### config.mk
export PLATFORM = sky130hd
export DESIGN_NAME = lane_collector
export DESIGN_NICKNAME = d
export VERILOG_FILES = /design/src/rtl/lane_pkg.sv /design/src/rtl/lane_buffer.sv /design/src/rtl/lane_collector.sv
export SDC_FILE = /design/constraint.sdc
export NUM_CORES = 1
export LEC_CHECK = 0
export CAP_MARGIN = 20
export CORE_UTILIZATION = 40
export DETAILED_ROUTE_END_ITERATION = 8
export PLACE_DENSITY = 0.65
export SKIP_LAST_GASP = 1
export SYNTH_ARGS = -nofsm -noshare
export SYNTH_HDL_FRONTEND = slang
export SYNTH_SLANG_ARGS = --single-unit
### constraint.sdc
create_clock -name clk -period 3.9 [get_ports clk]
set_clock_uncertainty 0.05 [all_clocks]
set_input_delay 0.975 -clock clk [delete_from_list [all_inputs] [get_ports clk]]
set_output_delay 0.975 -clock clk [all_outputs]
set_load 0.03 [all_outputs]
### src/rtl/lane_pkg.sv
// Shared defaults and types for the lane collector.
package lane_pkg;

    localparam int NUM_LANES   = 4;
    localparam int DATA_WIDTH  = 8;
    localparam int COUNT_WIDTH = 16;
    localparam int LANE_IDX_W  = $clog2(NUM_LANES);

    typedef logic [LANE_IDX_W-1:0] lane_idx_t;

endpackage

### src/rtl/lane_buffer.sv
// One-entry lane buffer: holds a single word until the arbiter drains it.
// Refill in the same cycle as a drain is allowed.
module lane_buffer #(
    parameter int DATA_WIDTH = 8
) (
    input  logic                  clk,
    input  logic                  rst,
    input  logic                  in_valid,
    input  logic [DATA_WIDTH-1:0] in_data,
    output logic                  in_ready,
    input  logic                  drain,
    output logic                  full,
    output logic [DATA_WIDTH-1:0] data
);

    logic                  full_q, full_d;
    logic [DATA_WIDTH-1:0] data_q, data_d;

    assign in_ready = ~full_q | drain;
    assign full     = full_q;
    assign data     = data_q;

    always_comb begin
        full_d = full_q;
        data_d = data_q;
        if (drain) full_d = 1'b0;
        // A write wins over a drain so the lane stays full on refill.
        if (in_valid && in_ready) begin
            full_d = 1'b1;
            data_d = in_data;
        end
    end

    always_ff @(posedge clk) begin
        if (rst) begin
            full_q <= 1'b0;
            data_q <= '0;
        end else begin
            full_q <= full_d;
            data_q <= data_d;
        end
    end

endmodule

### src/rtl/lane_collector.sv
// Collects words from NUM_LANES one-entry buffers and serializes them
// with a round-robin arbiter; counts output transfers (saturating).
module lane_collector
    import lane_pkg::*;
#(
    parameter int NUM_LANES  = lane_pkg::NUM_LANES,
    parameter int DATA_WIDTH = lane_pkg::DATA_WIDTH,
    localparam int IDX_W     = $clog2(NUM_LANES)
) (
    input  logic                   clk,
    input  logic                   rst,
    input  logic [NUM_LANES-1:0]   in_valid,
    input  logic [DATA_WIDTH-1:0]  in_data [NUM_LANES],
    output logic [NUM_LANES-1:0]   in_ready,
    output logic                   out_valid,
    output logic [DATA_WIDTH-1:0]  out_data,
    output logic [IDX_W-1:0]       out_lane,
    input  logic                   out_ready,
    output logic [COUNT_WIDTH-1:0] xfer_count
);

    logic [NUM_LANES-1:0]   full;
    logic [NUM_LANES-1:0]   drain;
    logic [NUM_LANES-1:0]   buf_ready;
    logic [DATA_WIDTH-1:0]  buf_data [NUM_LANES];

    logic [IDX_W-1:0]       ptr_q, ptr_d;
    logic [IDX_W-1:0]       lock_grant_q, lock_grant_d;
    logic                   lock_q, lock_d;
    logic [COUNT_WIDTH-1:0] cnt_q, cnt_d;

    logic [IDX_W-1:0]       rr_grant, rr_idx, grant;
    logic                   rr_found;
    logic                   xfer;

    for (genvar i = 0; i < NUM_LANES; i++) begin : g_lane
        lane_buffer #(.DATA_WIDTH(DATA_WIDTH)) u_buf (
            .clk      (clk),
            .rst      (rst),
            .in_valid (in_valid[i]),
            .in_data  (in_data[i]),
            .in_ready (buf_ready[i]),
            .drain    (drain[i]),
            .full     (full[i]),
            .data     (buf_data[i])
        );
        assign drain[i] = xfer && (grant == IDX_W'(i));
    end

    // First full lane at or after ptr, wrapping.
    always_comb begin
        rr_grant = ptr_q;
        rr_found = 1'b0;
        rr_idx   = ptr_q;
        for (int k = 0; k < NUM_LANES; k++) begin
            rr_idx = ptr_q + IDX_W'(k);
            if (!rr_found && full[rr_idx]) begin
                rr_grant = rr_idx;
                rr_found = 1'b1;
            end
        end
    end

    // A stalled grant stays pinned so a newly filled lane cannot jump ahead
    // of the word already presented downstream.
    assign grant     = lock_q ? lock_grant_q : rr_grant;
    assign out_valid = (|full) & ~rst;
    assign xfer      = out_valid & out_ready;
    assign out_data  = out_valid ? buf_data[grant] : '0;
    assign out_lane  = out_valid ? grant : '0;
    assign in_ready  = buf_ready | {NUM_LANES{rst}};
    assign xfer_count = cnt_q;

    always_comb begin
        ptr_d        = ptr_q;
        cnt_d        = cnt_q;
        lock_d       = out_valid & ~out_ready;
        lock_grant_d = grant;
        if (xfer) begin
            ptr_d = grant + IDX_W'(1);
            if (cnt_q != '1) cnt_d = cnt_q + COUNT_WIDTH'(1);
        end
    end

    always_ff @(posedge clk) begin
        if (rst) begin
            ptr_q        <= '0;
            cnt_q        <= '0;
            lock_q       <= 1'b0;
            lock_grant_q <= '0;
        end else begin
            ptr_q        <= ptr_d;
            cnt_q        <= cnt_d;
            lock_q       <= lock_d;
            lock_grant_q <= lock_grant_d;
        end
    end

endmodule

After elaboration in Yosys (flattened, before gate mapping)
Cells that the tools add are included.
Widths: inputs -> output; s select.
- $lt $le $gt $ge: 5
- $add $sub $neg: 5
- shift-type cells: 0
- equal/unequal tests: 4
- mux-type cells: 28
- div/mod/pow operators: 0
- $mul: 0
- bitwise gates (word level): 15
- reduce and logical (&&, ||, !) cells: 21
- operators with widths (operator ; number):
    $mux 8 ; 3
    $add 16x1->16 const B ; 1
    $bmux 8 s2 ; 1
    $ne 16x16->1 const B ; 1
    $mux 1 ; 15
    $lt 2x3->1 const B ; 4
    $logic_and 1x1->1 ; 11
    $mux 2 ; 5
    $bmux 1 s2 ; 4
    $reduce_bool 2->1 ; 4
    $not 1->1 ; 6
    $add 2x1->2 const B ; 2
    $add 2x2->2 const B ; 2
    $eq 2x2->1 const B ; 2
    $or 1x1->1 ; 4
    $or 4x4->4 ; 1
    $reduce_or 4->1 ; 1
    $and 1x1->1 ; 3
    $ge 3x3->1 const B ; 1
    $logic_not 1->1 ; 3
    $not 2->3 ; 1
    $eq 2x1->1 const B ; 1
    $logic_not 2->1 ; 1
    $reduce_and 2->1 ; 1
- latch bits: 0
- memory bits (read-only): 0
- bits of input ports: 39
- output and inout port bits: 31
- memories: 0
- register bits: 57
- bits in writable memories: 0
- logic and storage cells: 90

Longest topological paths before layout
- word-level depth: 18
- depth in mapped cells: 8

Cells and area by module
From an unflattened synthesis, not the netlist that was laid out.
- cell total of the unflattened synthesis: 330
- area, all modules: 3135.5 µm²
- modules (own cells, without submodules) (module ; times used ; cells each ; sequential area each (µm²) ; area each (µm²)):
    lane_buffer ; 4 ; 41 ; 180.2 ; 441.7
    lane_collector ; 1 ; 166 ; 420.4 ; 1368.8

Worst setup path after synthesis
OpenSTA, ideal clock, no wires.
- path type: input -> output
- start: input rst
- end: output out_data[0]
- buffers on the path: 1
- path slack: 781 ps
- arrival time: 2094 ps
- data required time: 2875 ps
- stages: 3
- path through: clkbuf_1 > nor2_1 > and2_1
- longest elaborated chain between the ends: 3
- RTL lines (element ; line ; source):
    start, declared ; lane_collector.sv:11 ; input logic rst,
    $not 1->1 ; lane_collector.sv:67 ; assign out_valid = (|full) & ~rst;
    $and 1x1->1 ; lane_collector.sv:67 ;
    via out_valid ; lane_collector.sv:15 ; output logic out_valid,
    $mux 8 ; lane_collector.sv:69 ; assign out_data = out_valid ? buf_data[grant] : '0;
    end, declared ; lane_collector.sv:16 ; output logic [DATA_WIDTH-1:0] out_data,
The timed path passes the listed nets, and every way through them passes these cells.

Worst setup path after layout
- start: register g_lane[3].u_buf.full_q
- end: output out_lane[0]
- longest elaborated chain between the ends: 14
- RTL lines (element ; line ; source):
    start, declared ; lane_buffer.sv:16 ; logic full_q, full_d;
    start signal, assigned ; lane_buffer.sv:39 ; full_q <= full_d;
    $bmux 1 s2 ; lane_collector.sv:57 ; if (!rr_found && full[rr_idx]) begin
    $mux 1 (not written as such) ; lane_collector.sv:57 ;
    $mux 1 ; lane_collector.sv:57 ;
    $logic_not 1->1 ; lane_collector.sv:57 ;
    $logic_and 1x1->1 ; lane_collector.sv:57 ;
    $mux 1 ; lane_collector.sv:57 ;
    $logic_not 1->1 ; lane_collector.sv:57 ;
    $logic_and 1x1->1 ; lane_collector.sv:57 ;
    $mux 1 ; lane_collector.sv:57 ;
    $logic_not 1->1 ; lane_collector.sv:57 ;
    $logic_and 1x1->1 ; lane_collector.sv:57 ;
    $mux 2 ; lane_collector.sv:57 ;
    $mux 2 ; lane_collector.sv:66 ; assign grant = lock_q ? lock_grant_q : rr_grant;
    $mux 2 * ; lane_collector.sv:70 ; assign out_lane = out_valid ? grant : '0;
    end, declared ; lane_collector.sv:17 ; output logic [IDX_W-1:0] out_lane,
Mark *: on every way between the ends. The rest lies on a longest branch, timed or not. The select of a mux whose other input is x is not followed.

==> metrics.yaml <==
run_status:
  outcome: "complete, no violations"
floorplanning:
  die_h_um: 86.1
  ios: 70
  rows: 30
  start_util: 0.414
  coreArea_um2: 6830
  dieArea_um2: 7420
  die_w_um: 86.1
finish:
  seq_area_um2: 1140
  drive_gt1_frac: 0.142
  syn2layout_area_growth_pct: 36.7
  multiInputGateArea_um2: 1600
  nNetsFinal: 414
  antenna_cells: 0
  fin_util: 0.566
  final.fill_count: 644
  fin_cells: 475
timing:
  tightestPinTransition_ps: 614
  slew_viol_final: 0
  finalSetupViolCount: 0
  fin_crit_sh: 0.965
  layout_setup_ws_ps: 136
  hold_violations: 0
  fin_crit_ps: 3760
  holdWs_ps: 405
  max_slew_margin: 0.591
  setup_tns_ps: 0
  fmax_mhz: 266
routing:
  drtIter0Drc: 63
  via_count: 2374
  antenna_left: 0
  routed_wl_mm: 6.90
  post-route-drc-count: 0
  viasPerCell: 5.00
  routedWlPerCell_um: 14.5
  dr.pass1.iters: 5
global_route:
  grt_pass1_vias: 2338
  grt_pass1_wl_mm: 11.4
  grt_max_degree: 25
  grt_overflow: 0
  grt_antenna_before_repair: 0
  grt_usage: 0.205
clock_tree:
  cts_max_level: 3
  cts_buffers: 9
  cts_sinks: 57
  path_clk_slew_ps: 60
  clock_latency_ps: 330
  cts_tree: "yes"
  root_buffer: "clkbuf_8"
  clockBufferDepth: 2
pwr:
  vdd_drop_max_uv: 211
  p_switching_mw: 0.412
  power.leakage_nw: 1.54
  p_seq_frac: 0.406
  p_comb_frac: 0.198
  swShare: 0.261
  power_frac_clock: 0.396
  power_density_nw_per_um2: 407
  p_int_mw: 1.16
synthesis:
  synth_mux_area_frac: 0.180
  synth_compound_area_frac: 0.115
  synth-edff-count: 0
  synth_cells: 295
  ys.flop_type: "dfxtp_1"
  syn_area_um2: 2830
  synth_top_family_by_area: "simple AND/OR/NAND/NOR gates"
  ys_warn_count: 0
  synthAdderAreaFrac: 0.00442
  synth_seq_cells: 57
  ys_seq_area_frac: 0.403
  syn_nets: 335
  synth_cell_types: 48
  async_flop_share: 0
  avgSynthCellArea_um2: 9.59
  synthXorXnorAreaFrac: 0.0402
  synthSimpleGateAreaFrac: 0.220
flow_run:
  drv_cap: 0
placed_design:
  post-place-ws_ps: 210
  dp_hpwl_mm: 4.93
  dp_cells: 458
  io_buffers: 69
  gp_congestion: 0.875
worst_setup_path:
  crit_type: "register to primary output"
  start_kind: "register"
  worst_setup_path_end_kind: "primary output"
  crit_arrival_ps: 2740
  crit_required_ps: 2870
  path_max_fanout: 9
hold_path:
  hold_class: "register to register"
-- area by class of cell --
cell class	count	area share
multi-input combinational	218	0.413
sequential	57	0.295
timing repair buffer	82	0.197
clock buffer	14	0.0420
tap	96	0.0310
clock inverter	2	0.0155
inverter	6	0.00582
-- critical path, stage by stage (launching register included) --
cell and delay, ps:
dfxtp_1 510, nor2b_1 90, o21ai_1 310, o211ai_4 180, and2_4 260, buf_4 180, nor3_1 170, clkdlybuf4s50_1 720
-- cell families after synthesis --
family | Yosys count
simple gates | 129
fa+ha+maj | 1
buf+inv | 20
flops | 57
compound gates | 34
xor+xnor | 13
mux | 41
-- worst paths after layout --
kind	slack (ps)	depth (start not counted)	start	endpoint
worst min-delay path	410	2	g_lane[1].u_buf.data[6]	g_lane[1].u_buf.data[6]
worst min register to register	410	2	g_lane[1].u_buf.data[6]	g_lane[1].u_buf.data[6]
worst max-delay path	140	7	g_lane[3].u_buf.full	out_lane[0]
worst max register to register	1430	7	g_lane[3].u_buf.full	g_lane[1].u_buf.data[2]
-- cells in the final DEF (no fill, tap or decap), types with 2 or more instances in the layout --
| master | count |
|---|---|
| a211oi_1 | 2 |
| a21oi_1 | 9 |
| a41oi_4 | 2 |
| and2_1 | 9 |
| and4_1 | 2 |
| buf_4 | 17 |
| bufinv_16 | 2 |
| clkbuf_1 | 3 |
| clkbuf_8 | 11 |
| clkdlybuf4s50_1 | 56 |
| dfxtp_1 | 57 |
| dlygate4sd2_1 | 8 |
| inv_1 | 6 |
| mux2i_1 | 33 |
| mux4_2 | 8 |
| nand2_1 | 26 |
| nand2b_1 | 5 |
| nand3_1 | 9 |
| nand4_1 | 6 |
| nor2_1 | 48 |
| nor2_2 | 2 |
| nor2b_1 | 4 |
| nor3_1 | 8 |
| o21ai_0 | 4 |
| o21ai_1 | 2 |
| o31ai_1 | 4 |
| xnor2_1 | 5 |
| xor2_1 | 8 |
-- per-stage QoR --
stage                     power [mW]  area [um^2]
final                           1.58         3870
after CTS                       1.59         3860
after global routing            1.65         3870
after detailed placement       0.962         3630
after floorplan                0.855         2830
after global placement         0.958         3630
-- flip-flops by register name, indices dropped and copies added (netlist names) --
name / cells
g_lane.u_buf.data: 32
g_lane.u_buf.full: 4
lock_grant_q: 2
lock_q: 1
ptr_q: 2
xfer_count: 16
-- cell usage after synthesis, types with 5 or more instances --
| cell type | n | area, um^2 |
|---|---|---|
| a21oi_1 | 9 | 45.0 |
| and2_1 | 9 | 56.3 |
| clkbuf_1 | 8 | 30.0 |
| dfxtp_1 | 57 | 1140 |
| inv_1 | 6 | 22.5 |
| mux2i_1 | 33 | 330 |
| mux4_2 | 8 | 180 |
| nand2_1 | 26 | 97.6 |
| nand2b_1 | 5 | 31.3 |
| nand3_1 | 9 | 45.0 |
| nand4_1 | 6 | 37.5 |
| nor2_1 | 48 | 180 |
| nor3_1 | 8 | 40.0 |
| xnor2_1 | 5 | 43.8 |
| xor2_1 | 8 | 70.1 |
-- layer usage --
| metal | GRT usage | vias to the layer above | part of all wire |
|---|---|---|---|
| li1 | - | 1199 | - |
| met1 | 0.261 | 1103 | 0.48 |
| met2 | 0.335 | 62 | 0.47 |
| met3 | 0.0587 | 10 | 0.042 |
| met4 | 0.0682 | 0 | 0.014 |
| met5 | 0 | - | 0 |
-- power by group through the flow --
stage | sequential [mW] | clock [mW] | combinational, mW
CTS | 0.640 | 0.634 | 0.313
global route | 0.644 | 0.670 | 0.336
global placement | 0.651 | 0 | 0.307
detailed placement | 0.652 | 0 | 0.310
floorplan | 0.646 | 0 | 0.209
finish | 0.641 | 0.624 | 0.311
-- timing repair --
item / 4_1_cts / 5_1_grt
gates resized for setup: 9 / 1
setup buffers: 1 / 0
endpoints found under the setup margin: 8 / 1
hold buffers: 0 / 0
pin swaps: 1 / 1
Note: power is estimated with default switching activity, not from simulation.
==> patch 1: new RTL, same settings <==
The package constant `COUNT_WIDTH` goes from 16 to 12.
--- a/src/rtl/lane_pkg.sv
+++ b/src/rtl/lane_pkg.sv
@@ -3,7 +3,7 @@
 
     localparam int NUM_LANES   = 4;
     localparam int DATA_WIDTH  = 8;
-    localparam int COUNT_WIDTH = 16;
+    localparam int COUNT_WIDTH = 12;
     localparam int LANE_IDX_W  = $clog2(NUM_LANES);
 
     typedef logic [LANE_IDX_W-1:0] lane_idx_t;
Ports: changed (resized xfer_count); port bits go from 70 to 66. The function was not compared with the original's and may differ.
==> patch 1 against the original RTL <==
  * Wire length up 5.7%
  * Sequential cell count down 4
  * Global-route usage is 1.5 points lower
  * Synthesized area increased by 5.8%
  * Total power down 20%
  * Sequential share of layout area fell by 1.2 points
  * Design area fell by 3.0%
  * Utilization decreased by 4.9 points
  * Critical endpoint is now out_data[5]
  * Worst hold slack better by 9.8 ps
  * First-iteration DRC count rose by 37%
  * Non-clock buffer count is 9 lower
  * Setup slack better by 170 ps
==> patch 1: results (changes against the original RTL) <==
critical_path:
  slowest_delay_ps: 580  # -140 ps
  slowest_stage: "or3_1"
  r2r_start: "g_lane[2].u_buf.full"
placed_design:
  gp_congestion: 0.7922  # -9.5%
  hpwl_mm: 5.238  # +6.2%
clock_network:
  cts_resized: 0  # -9
  htree_num_levels: 2  # -1
  insertion_delay_ps: 310  # -20 ps
  clk_pin_slew_worst_paths_ps: 100  # +40 ps
logic_synthesis:
  ys_top_cells_by_count: "nand2_1 (73), dfxtp_1 (53), mux2i_1 (49)"
  syn-num-nets: 403  # +20%
  synthTopCellsByArea: "dfxtp_1 (35%), mux2i_1 (16%), nand2_1 (9.1%), nor2_1 (2.8%), nor3_1 (2.7%)"
  yosysSeqAreaShare_pct: 35.42  # -4.9 points
routing:
  routed_via_density: 5.225  # +4.5%
  wl_per_cell_um: 14.13  # -2.7%
  dr.pass1.iters: 4  # -1
grt:
  grt_first_pass_wirelength_mm: 11.58  # +1.3%
  grt_pass1_vias: 2358  # +0.86%
  grtUsageTotal_pct: 19.08  # -1.5 points
  grt_max_degree: 57  # +130%
min_path:
  min-delay-start: "g_lane[0].u_buf.data[4]"
outcome:
  outcome: "finished, final reports clean"
timing:
  slew_headroom_pct: 37.79  # -21 points
power:
  internal_power_mw: 0.8565  # -26%
  vdd_drop_max_v: 0.0001264  # -40%
[patch 1: worst max-delay path by stage]
| stage | from | end | slack, ps | cells after the start |
|---|---|---|---|---|
| after floorplan | rst | out_data[6] | 410 | 4 |
| after global placement | rst | out_data[1] | 370 | 4 |
| after detailed placement | rst | out_data[5] | 330 | 4 |
| after CTS | rst | out_data[5] | 330 | 4 |
| after global routing | rst | out_data[4] | 200 | 4 |
| final | rst | out_data[5] | 310 | 4 |
[patch 1: layer usage]
metal / vias to the layer above / share of wire, % / global-route usage (%) / wire length [um]
met4: 0 / 0.84 / 4.839 / 61
met3: 5 / 3.8 / 2.705 / 279
met2: 60 / 45 / 30.07 / 3255
met5: - / 0 / 0 / 0
met1: 1261 / 51 / 27.40 / 3694
li1: 1370 / - / - / -
[patch 1: per-stage QoR]
step	total power [mW]	cells	utilization (%)
5_1_grt	1.328	516	51.75
4_1_cts	1.277	516	51.75
3_5_place_dp	0.9510	508	50.51
2_1_floorplan	0.8438	363	-
6_report	1.266	516	51.75
3_3_place_gp	0.9461	508	50.51
[patch 1: kinds of logic after synthesis]
family,Yosys count,share of synthesized area (%)
xor+xnor,12,3.509
mux,49,16.37
buf+inv,43,6.433
simple gates,151,23.35
fa+ha+maj,1,0.4176
flops,53,35.42
compound gates,54,14.49
[patch 1: tightest hold or removal path: cells and delay by family, from the launching register on]
| kind | cells | cell delay, ps |
|---|---|---|
| DFF | 1 | 320 |
| muxes | 1 | 60 |
| and+or+nand+nor | 1 | 50 |
[patch 1: layout make-up]
| type | instances | area [sq um] |
|---|---|---|
| multi-input combinational | 267 | 1745 |
| fill | 714 | 3500 |
| clock inverter | 3 | 21.27 |
| inverter | 16 | 60.06 |
| sequential | 53 | 1061 |
| clock buffer | 5 | 68.82 |
| timing repair buffer | 73 | 673.1 |
| tap | 99 | 123.9 |
[patch 1: power by group through the flow]
stage          Sequential, mW  Combinational (mW)  Clock, mW
3_5_place_dp            0.627               0.324          0
3_3_place_gp            0.626               0.320          0
4_1_cts                 0.615               0.325      0.337
6_report                0.615               0.325      0.326
2_1_floorplan           0.608               0.236          0
5_1_grt                 0.621               0.354      0.353
==> patch 2: new RTL, config.mk and constraints unchanged <==
Made on the original files. Register the output `xfer_count` once more, with the module's reset; this adds one clock of latency there. The other outputs are not delayed to match.
--- a/src/rtl/lane_collector.sv
+++ b/src/rtl/lane_collector.sv
@@ -69,7 +69,13 @@
     assign out_data  = out_valid ? buf_data[grant] : '0;
     assign out_lane  = out_valid ? grant : '0;
     assign in_ready  = buf_ready | {NUM_LANES{rst}};
-    assign xfer_count = cnt_q;
+    always_ff @(posedge clk) begin
+        if (rst) begin
+            xfer_count <= '0;
+        end else begin
+            xfer_count <= cnt_q;
+        end
+    end
 
     always_comb begin
         ptr_d        = ptr_q;
Check against the original RTL: not equivalent (Yosys sat finds a counterexample within 4 cycles, from zero or initial values and one cycle with rst high).
==> patch 2 against the original RTL <==
  * The run now ends with DRC left
  * Setup slack better by 46 ps
  * Sequential cell count increased by 16
  * Maximum frequency is 1.2% higher
  * Die area increased by 30%
  * Total power grew 21%
  * Critical endpoint unchanged
  * Synthesized cell count increased by 41%
  * Synthesized area up 30%
  * Wire length grew 38%
  * Register-to-register slack improved by 140 ps
  * Sequential power grew 27%
  * Via count up 41%
  * Design area up 23%
==> patch 2: results (changes against the original RTL) <==
outcome:
  outcome: "finished, violations left"
  violations: "DRC"
grt:
  grt_util_met1_pct: 27.82  # +1.7 points
  grtUsageTotal_pct: 20.15  # -0.39 points
  grt_first_pass_wirelength_mm: 15.45  # +35%
  grt.met2_usage_pct: 31.80  # -1.7 points
  met3_usage_pct: 3.651  # -2.2 points
  grt_max_degree: 69  # +180%
logic_synthesis:
  synth-adder-area-share_pct: 0.3391  # -0.10 points
  ys_top_cells_by_count: "dfxtp_1 (73), nand2_1 (51), nand3_1 (29)"
  synth_xor_area_share_pct: 1.424  # -2.6 points
  synthMuxAreaShare_pct: 9.529  # -8.5 points
  synthTopCellsByArea: "dfxtp_1 (40%), mux2i_1 (6.8%), nand2_1 (5.2%), a41o_1 (4.6%), nand3_1 (3.9%)"
  synth_compound_area_share_pct: 17.67  # +6.1 points
min_path:
  holdPathEnd: "g_lane[3].u_buf.data[3]"
routing:
  met3_length_um: 529  # +81%
  first_iter_violations: 178  # +180%
  drc: 4  # +4
  vias: 3336  # +41%
clock_network:
  cts_resized: 0  # -9
  clk_pin_slew_worst_paths_ps: 80  # +20 ps
critical_path:
  cp.arrival_ps: 2690  # -50 ps
  reg2reg_slack_ps: 1570  # +140 ps
  worstSetupStartpoint: "rst"
  r2r_start: "g_lane[2].u_buf.full"
  slowest_delay_ps: 600  # -120 ps
placed_design:
  dp.cells: 574  # +25%
layout:
  num-nets-final: 517  # +25%
  fin_cells: 590  # +24%
power:
  power_clock_mw: 0.722  # +16%
  p_switching_mw: 0.5292  # +29%
-- patch 2: cell types whose count changed after synthesis, sizes merged, moves of 9 or more --
| cell | before | now |
|---|---|---|
| o32ai | 1 | 16 |
| mux2 | 0 | 9 |
| or3 | 1 | 17 |
| nand3 | 10 | 30 |
| nor2 | 50 | 27 |
| dfxtp | 57 | 73 |
| a41o | 0 | 17 |
| nor2b | 4 | 16 |
| clkbuf | 8 | 19 |
| nand2 | 26 | 51 |
-- patch 2: through the flow --
step                worst slack [ps]  power (mW)  utilization [%]
global route                   27.18       1.987            53.88
floorplan                      49.67       1.065                -
CTS                            18.20       1.914            53.55
global placement               42.26       1.194            50.78
detailed placement             29.74       1.199            50.78
finish                         181.8       1.909            53.88
-- patch 2: layout make-up --
class | count | area [sq um]
Clock inverter | 5 | 102.6
Tap cell | 108 | 135.1
Inverter | 14 | 52.55
Multi-Input combinational cell | 298 | 2052
Timing Repair Buffer | 81 | 798.3
Fill cell | 805 | 4061
Sequential cell | 73 | 1463
Clock buffer | 11 | 141.4
